===== src/rtl/multicycle_control.sv =====
`default_nettype none
// ============================================================================
//  Module   : multicycle_control
//  Purpose  : Main control FSM of the multi-cycle RV32 core. Sequences each
//             instruction through FETCH / DECODE / EXEC / MEM / WB and drives
//             the datapath enables, ALU operand selects and 2-bit ALUOp.
//             The memory request is held until mem_ready completes it.
//  Ports    : clk, rst (sync, active-high), en (run enable, sampled at
//             instruction boundaries), opcode (instr[6:0] from IR),
//             mem_ready (memory completes the request this cycle)
//             -> mem_req, mem_we, iord, ir_write, pc_write, pc_write_cond,
//                pc_src, alu_src_a, alu_src_b[1:0], alu_op[1:0], reg_write,
//                mem_to_reg, instr_done, illegal
//  Options  : `define PERF_COUNTERS_EN adds cycle_cnt / instret_cnt
//             (CNT_W bits wide, wrapping).
//  Revision : 1.0  initial release
// ============================================================================
module multicycle_control #(
  parameter int CNT_W = 32
) (
  input  logic             clk,
  input  logic             rst,
  input  logic             en,
  input  logic [6:0]       opcode,
  input  logic             mem_ready,
  output logic             mem_req,
  output logic             mem_we,
  output logic             iord,
  output logic             ir_write,
  output logic             pc_write,
  output logic             pc_write_cond,
  output logic             pc_src,
  output logic             alu_src_a,
  output logic [1:0]       alu_src_b,
  output logic [1:0]       alu_op,
  output logic             reg_write,
  output logic             mem_to_reg,
  output logic             instr_done,
  output logic             illegal
`ifdef PERF_COUNTERS_EN
  ,
  output logic [CNT_W-1:0] cycle_cnt,
  output logic [CNT_W-1:0] instret_cnt
`endif
);

  localparam logic [6:0] C_OP_R    = 7'b0110011;
  localparam logic [6:0] C_OP_ADDI = 7'b0010011;
  localparam logic [6:0] C_OP_LW   = 7'b0000011;
  localparam logic [6:0] C_OP_SW   = 7'b0100011;
  localparam logic [6:0] C_OP_BEQ  = 7'b1100011;

  typedef enum logic [2:0] {
    S_IDLE   = 3'd0,
    S_FETCH  = 3'd1,
    S_DECODE = 3'd2,
    S_EXEC   = 3'd3,
    S_MEM    = 3'd4,
    S_WB     = 3'd5,
    S_TRAP   = 3'd6
  } state_t;

  state_t     r_state;
  logic [6:0] r_op;        // opcode captured in DECODE, valid until instr_done
  logic       w_known;
  state_t     w_boundary;  // where to go once the current instruction retires

  always_comb begin
    w_known = (opcode == C_OP_R)  || (opcode == C_OP_ADDI) ||
              (opcode == C_OP_LW) || (opcode == C_OP_SW)   ||
              (opcode == C_OP_BEQ);
    w_boundary = en ? S_FETCH : S_IDLE;
  end

  always_ff @(posedge clk) begin
    if (rst) begin
      r_state <= S_IDLE;
      r_op    <= '0;
    end else begin
      case (r_state)
        S_IDLE:   if (en) r_state <= S_FETCH;
        S_FETCH:  if (mem_ready) r_state <= S_DECODE;
        S_DECODE: begin
          r_op    <= opcode;
          r_state <= w_known ? S_EXEC : S_TRAP;
        end
        S_EXEC: begin
          case (r_op)
            C_OP_R, C_OP_ADDI: r_state <= S_WB;
            C_OP_LW, C_OP_SW:  r_state <= S_MEM;
            C_OP_BEQ:          r_state <= w_boundary;
            default:           r_state <= S_TRAP;
          endcase
        end
        S_MEM: begin
          if (mem_ready) r_state <= (r_op == C_OP_LW) ? S_WB : w_boundary;
        end
        S_WB:     r_state <= w_boundary;
        S_TRAP:   r_state <= S_TRAP;
        default:  r_state <= S_IDLE;
      endcase
    end
  end

  // Outputs are decoded from the registered state. The fetch/store completion
  // strobes must react to mem_ready in the same cycle, so they cannot be
  // registered a cycle ahead without adding a wait state to every access.
  always_comb begin
    mem_req       = 1'b0;
    mem_we        = 1'b0;
    iord          = 1'b0;
    ir_write      = 1'b0;
    pc_write      = 1'b0;
    pc_write_cond = 1'b0;
    pc_src        = 1'b0;
    alu_src_a     = 1'b0;
    alu_src_b     = 2'b00;
    alu_op        = 2'b00;
    reg_write     = 1'b0;
    mem_to_reg    = 1'b0;
    instr_done    = 1'b0;
    illegal       = 1'b0;
    case (r_state)
      S_FETCH: begin
        mem_req   = 1'b1;
        alu_src_b = 2'b01;          // PC + 4
        ir_write  = mem_ready;
        pc_write  = mem_ready;
      end
      S_DECODE: begin
        alu_src_b = 2'b10;          // PC + imm: speculative branch target
      end
      S_EXEC: begin
        alu_src_a = 1'b1;
        case (r_op)
          C_OP_R: begin
            alu_src_b = 2'b00;
            alu_op    = 2'b10;
          end
          C_OP_BEQ: begin
            alu_src_b     = 2'b00;
            alu_op        = 2'b01;
            pc_write_cond = 1'b1;
            pc_src        = 1'b1;
            instr_done    = 1'b1;
          end
          default: begin
            alu_src_b = 2'b10;
            alu_op    = 2'b00;
          end
        endcase
      end
      S_MEM: begin
        mem_req    = 1'b1;
        iord       = 1'b1;
        mem_we     = (r_op == C_OP_SW);
        instr_done = (r_op == C_OP_SW) && mem_ready;
      end
      S_WB: begin
        reg_write  = 1'b1;
        mem_to_reg = (r_op == C_OP_LW);
        instr_done = 1'b1;
      end
      S_TRAP: begin
        illegal = 1'b1;
      end
      default: ;
    endcase
  end

`ifdef PERF_COUNTERS_EN
  always_ff @(posedge clk) begin
    if (rst) begin
      cycle_cnt   <= '0;
      instret_cnt <= '0;
    end else begin
      if ((r_state != S_IDLE) && (r_state != S_TRAP)) cycle_cnt <= cycle_cnt + 1'b1;
      if (instr_done) instret_cnt <= instret_cnt + 1'b1;
    end
  end
`else
  localparam int c_unused_cnt_w = CNT_W;
`endif

endmodule
`default_nettype wire


===== config.mk =====
export PLATFORM = sky130hd
export DESIGN_NAME = multicycle_control
export DESIGN_NICKNAME = d
export VERILOG_FILES = /design/src/rtl/multicycle_control.sv
export SDC_FILE = /design/constraint.sdc
export NUM_CORES = 1
export LEC_CHECK = 0
export CAP_MARGIN = 20
export CORE_MARGIN = 3
export CORE_UTILIZATION = 40
export DETAILED_ROUTE_END_ITERATION = 16
export DONT_BUFFER_PORTS = 1
export GPL_ROUTABILITY_DRIVEN = 0
export GPL_TIMING_DRIVEN = 0
export PLACE_DENSITY = 0.63
export SKIP_LAST_GASP = 1
export SYNTH_ARGS = -nofsm -noshare
export SYNTH_HDL_FRONTEND = slang
export SYNTH_SLANG_ARGS = --single-unit

===== constraint.sdc =====
create_clock -name clk -period 3.85 [get_ports clk]
set_input_delay 0.5775 -clock clk [delete_from_list [all_inputs] [get_ports clk]]
set_output_delay 0.5775 -clock clk [all_outputs]
set_load 0.01 [all_outputs]

# Yosys cells after proc, flatten, opt, wreduce, memory -nomap -nowiden
# Cells that the tools add are included.
# W data, S select, Z words.
[totals] register_bits=10 input_bits=11 output_inout_bits=16
[op_classes] n_eq_ne=19 n_mux=23 n_reduce_logical=11
[ops] cell="$eq A7 B6 Y1 const B" n=4
[ops] cell="$pmux W3 S7" n=1
[ops] cell="$mux W3" n=5
[ops] cell="$eq A7 B2 Y1 const B" n=2
[ops] cell="$eq A7 B5 Y1 const B" n=2
[ops] cell="$eq A7 B7 Y1 const B" n=2
[ops] cell="$mux W1" n=11
[ops] cell="$eq A3 B3 Y1 const B" n=3
[ops] cell="$pmux W3 S3" n=1
[ops] cell="$reduce_or A2 Y1" n=4
[ops] cell="$eq A3 B2 Y1 const B" n=2
[ops] cell="$ne A2 B2 Y1 const B" n=3
[ops] cell="$pmux W2 S3" n=1
[ops] cell="$logic_or A1 B1 Y1" n=4
[ops] cell="$mux W2" n=2
[ops] cell="$pmux W2 S2" n=1
[ops] cell="$eq A3 B1 Y1 const B" n=1
[ops] cell="$logic_not A3 Y1" n=1
[ops] cell="$pmux W1 S3" n=1
[ops] cell="$reduce_and A3 Y1" n=1
[ops] cell="$logic_and A1 B1 Y1" n=1

# Depth between registers and ports, before layout
[depth] ltp_word=7 mapped_depth=5 mapped_depth_nobuf=4

# Worst setup path after synthesis
# Ideal clock, no wire load.
[synth_timing] kind="flip-flop to output port" from="register r_state[0]" to="output instr_done" t_arrival_ns=1.379 required_time_ns=3.273 path_slack_ns=1.893 path_stages_with_launch=5 path_cell_list="dfxtp_1 buf_6 or3b_4 nor4_2 a211o_1"
[synth_between] elab_chain_cells=2 word_cells_on_any_way=4 classes_between="eq/ne (3); mux (1)"
[synth_rtl] element="from (decl)" line_no="63" text="state_t r_state;"
[synth_rtl] element="from (signal assigned)" line_no="85" text="r_state <= w_known ? S_EXEC : S_TRAP;"
[synth_rtl] element="from (signal assigned)" line_no="91" text="C_OP_BEQ: r_state <= w_boundary;"
[synth_rtl] element="from (signal assigned)" line_no="96" text="if (mem_ready) r_state <= (r_op == C_OP_LW) ? S_WB : w_boundary;"
[synth_rtl] element="$eq A3 B3 Y1 or $eq A3 B2 Y1 (tied branches)" line_no="123" text="case (r_state)"
[synth_rtl] element="$pmux W1 S3 (*)" line_no="123"
[synth_rtl] element="to (decl)" line_no="38" text="output logic instr_done,"
# Mark *: on every way between the ends. The rest lies on a longest branch, timed or not.

# Worst setup path in the final report
[layout_timing] from="register r_state[1]" to="output instr_done"
# Same word-level chain as after synthesis.

==> flow_metrics.env <==
export IMPL_outcome="finished, final reports clean"
export IMPL_min_period_ns=2.417
export IMPL_ys_types=38
export IMPL_ys_seq_area_frac=0.2759
export IMPL_cts_inserted_buffers=3
export IMPL_grt_total_usage=0.1394
export IMPL_cellPowerDensity_mw_per_mm2=332.2
export IMPL_post_cts_buffers=0
export IMPL_holdBufCountCts=0
export IMPL_synth_edf_count=0
export IMPL_synth_area_leaders="dfxtp_1 (28%), mux2i_1 (11%), nor2_1 (5.7%)"
export IMPL_synth_flop_cell="dfxtp_1"
export IMPL_routedWlPerCell_um=14.15
export IMPL_cts_max_path_buffers=2
export IMPL_die_height_um=48.60
export IMPL_synthToLayoutAreaGrowth_pct=7.241
export IMPL_wl_mm=1.627
export IMPL_drt_iter0_markers=17
export IMPL_crit_chain="buf_4 -> nand3b_1 -> nor3_1 -> a211o_1"
export IMPL_path_max_fanout=10
export IMPL_slowest_stage="nor3_1"
export IMPL_syn_cell_area_um2=725.7
export IMPL_wl_met1_um=740
export IMPL_grt_pass1_wl_mm=2.594
export IMPL_htreeDepth=1
export IMPL_synth_largest_area_cell="dfxtp_1"
export IMPL_synth_top_area_share=0.2759
export IMPL_dr_pass1_iters=5
export IMPL_rows=14
export IMPL_vias=673
export IMPL_route_detailed_drc=0
export IMPL_power_mw=0.2585
export IMPL_clk_latency_ns=0.26
export IMPL_synthArstFlopShare=0
export IMPL_max_stage_delay_ns=0.57
export IMPL_multiInputGateArea_um2=439.2
export IMPL_yosysWarnings=0
export IMPL_nets=104
export IMPL_leakage_nw=0.2877
export IMPL_wl_met3_um=131
export IMPL_setup_ws_ns=1.433
export IMPL_grt_max_degree=11
export IMPL_setup_worst_path_class="reg -> out"
export IMPL_synth_seq_cells=10
export IMPL_fp_dieW_um=48.60
export IMPL_ir_worst_vdd_v=0.0002287
export IMPL_start_kind="flip-flop"
export IMPL_n_fill_cell=172
export IMPL_cts_root_buffer="clkbuf_4"
export IMPL_portBuffers=0
export IMPL_path_clk_slew_ns=0.06
export IMPL_synth_nets=99
export IMPL_slew_violations=0
export IMPL_grt_overflow_total=0
export IMPL_cp_end_kind="primary output"
export IMPL_maxCapViolCount=0
export IMPL_rsz0062_at_grt="false"
export IMPL_start_util=0.4503
export IMPL_critical_path_top_delay_family="simple AND/OR/NAND/NOR gates"
export IMPL_layout_area_seq_um2=200.2
export IMPL_fin_tns_setup_ns=0
export IMPL_fin_area_um2=778.2
export IMPL_place_inst=112
export IMPL_ant_nets=0
export IMPL_fin_cells=115
export IMPL_cts_tree="built"
export IMPL_vias_per_cell=5.852
export IMPL_critPathBufInv=1
export IMPL_finalSetupViolCount=0
export IMPL_cts_sinks=10
export IMPL_antenna_found_initial=0
export IMPL_grt_pass1_vias=579
export IMPL_place_ws_ns=1.726
export IMPL_ios=27
export IMPL_diodes=0
export IMPL_crit_arrival_ns=1.84
export IMPL_drive_gt1_frac=0.1538
export IMPL_dr_max_layer_used="met4"
export IMPL_slew_headroom=0.5916
export IMPL_avgSynthCellArea_um2=8.247
export IMPL_hold_class="in -> reg"
export IMPL_tightest_slew_ns=0.6080
export IMPL_clock_fmax_mhz=413.8
export IMPL_clock_skew_ns=0.004179
export IMPL_dr_wl_met2_um=745
export IMPL_min_period_over_period=0.6277
export IMPL_dieArea_mm2=0.002361
export IMPL_dp_hpwl_mm=1.222
export IMPL_dpl_cell_area_um2=755.7
export IMPL_core_area_mm2=0.001612
export IMPL_cts_resized=0
export IMPL_syn_inst=88
export IMPL_finalHoldViolCount=0
export IMPL_crit_required_ns=3.27
## cell type report
class                           count  share of cell area
Inverter                            7             0.03376
Sequential cell                    10              0.2572
Clock buffer                        3             0.02894
Buffer                              8             0.07717
Multi-Input combinational cell     63              0.5643
Tap cell                           24             0.03859
## sequential cells by signal, indices dropped and copies added (netlist names)
signal / count
r_state: 3
r_op: 7
## cell usage in the layout, fill, tap and decap left out, types with 2 or more instances in the layout
cell type	n
a21oi_1	2
and3_1	3
buf_4	4
buf_6	2
clkbuf_1	2
clkbuf_4	3
dfxtp_1	10
inv_1	7
mux2i_1	8
nand2_1	3
nand2b_1	2
nor2_1	11
nor3_1	5
o21a_1	2
o21ai_0	3
## synth_stat cells (all sizes together) (3+ instances only)
master and instances:
o21ai 3, dfxtp 10, nor3 5, nor2 12
inv 7, and3 3, mux2i 8, buf 6
nand2 3
## logic make-up after synthesis
group / share of synthesized area
AOI/OAI and AO/OA: 0.1862
buffers and inverters: 0.1190
DFF: 0.2759
muxes: 0.1103
and+or+nand+nor: 0.3086
## metal layers
layer,up-vias,GRT usage
met3,2,0.05215
met4,0,0.04265
met5,-,0
met1,308,0.1682
li1,325,-
met2,38,0.2294
## per-stage QoR
stage,hold slack (ns),utilization
after CTS,0.4653,0.4829
after global routing,0.4687,0.4829
final,0.4703,0.4829
after detailed placement,0.4806,0.4689
after floorplan,0.4519,-
after global placement,0.4714,0.4689
## path summary, 6_finish.rpt
path	endpoint	slack, ns	depth (start not counted)	from
min reg2reg	r_op[2]	0.49	2	r_op[2]
max reg2reg	r_state[2]	2.41	5	r_state[1]
max	instr_done	1.43	4	r_state[1]
min	r_op[3]	0.47	2	opcode[3]
## power by group
part | switching, mW | total [mW] | internal (mW)
Sequential | 0.00559 | 0.117 | 0.111
Combinational | 0.0419 | 0.0743 | 0.0324
Clock | 0.0318 | 0.0677 | 0.0359
No activity file was read; power rests on OpenSTA's default activity.
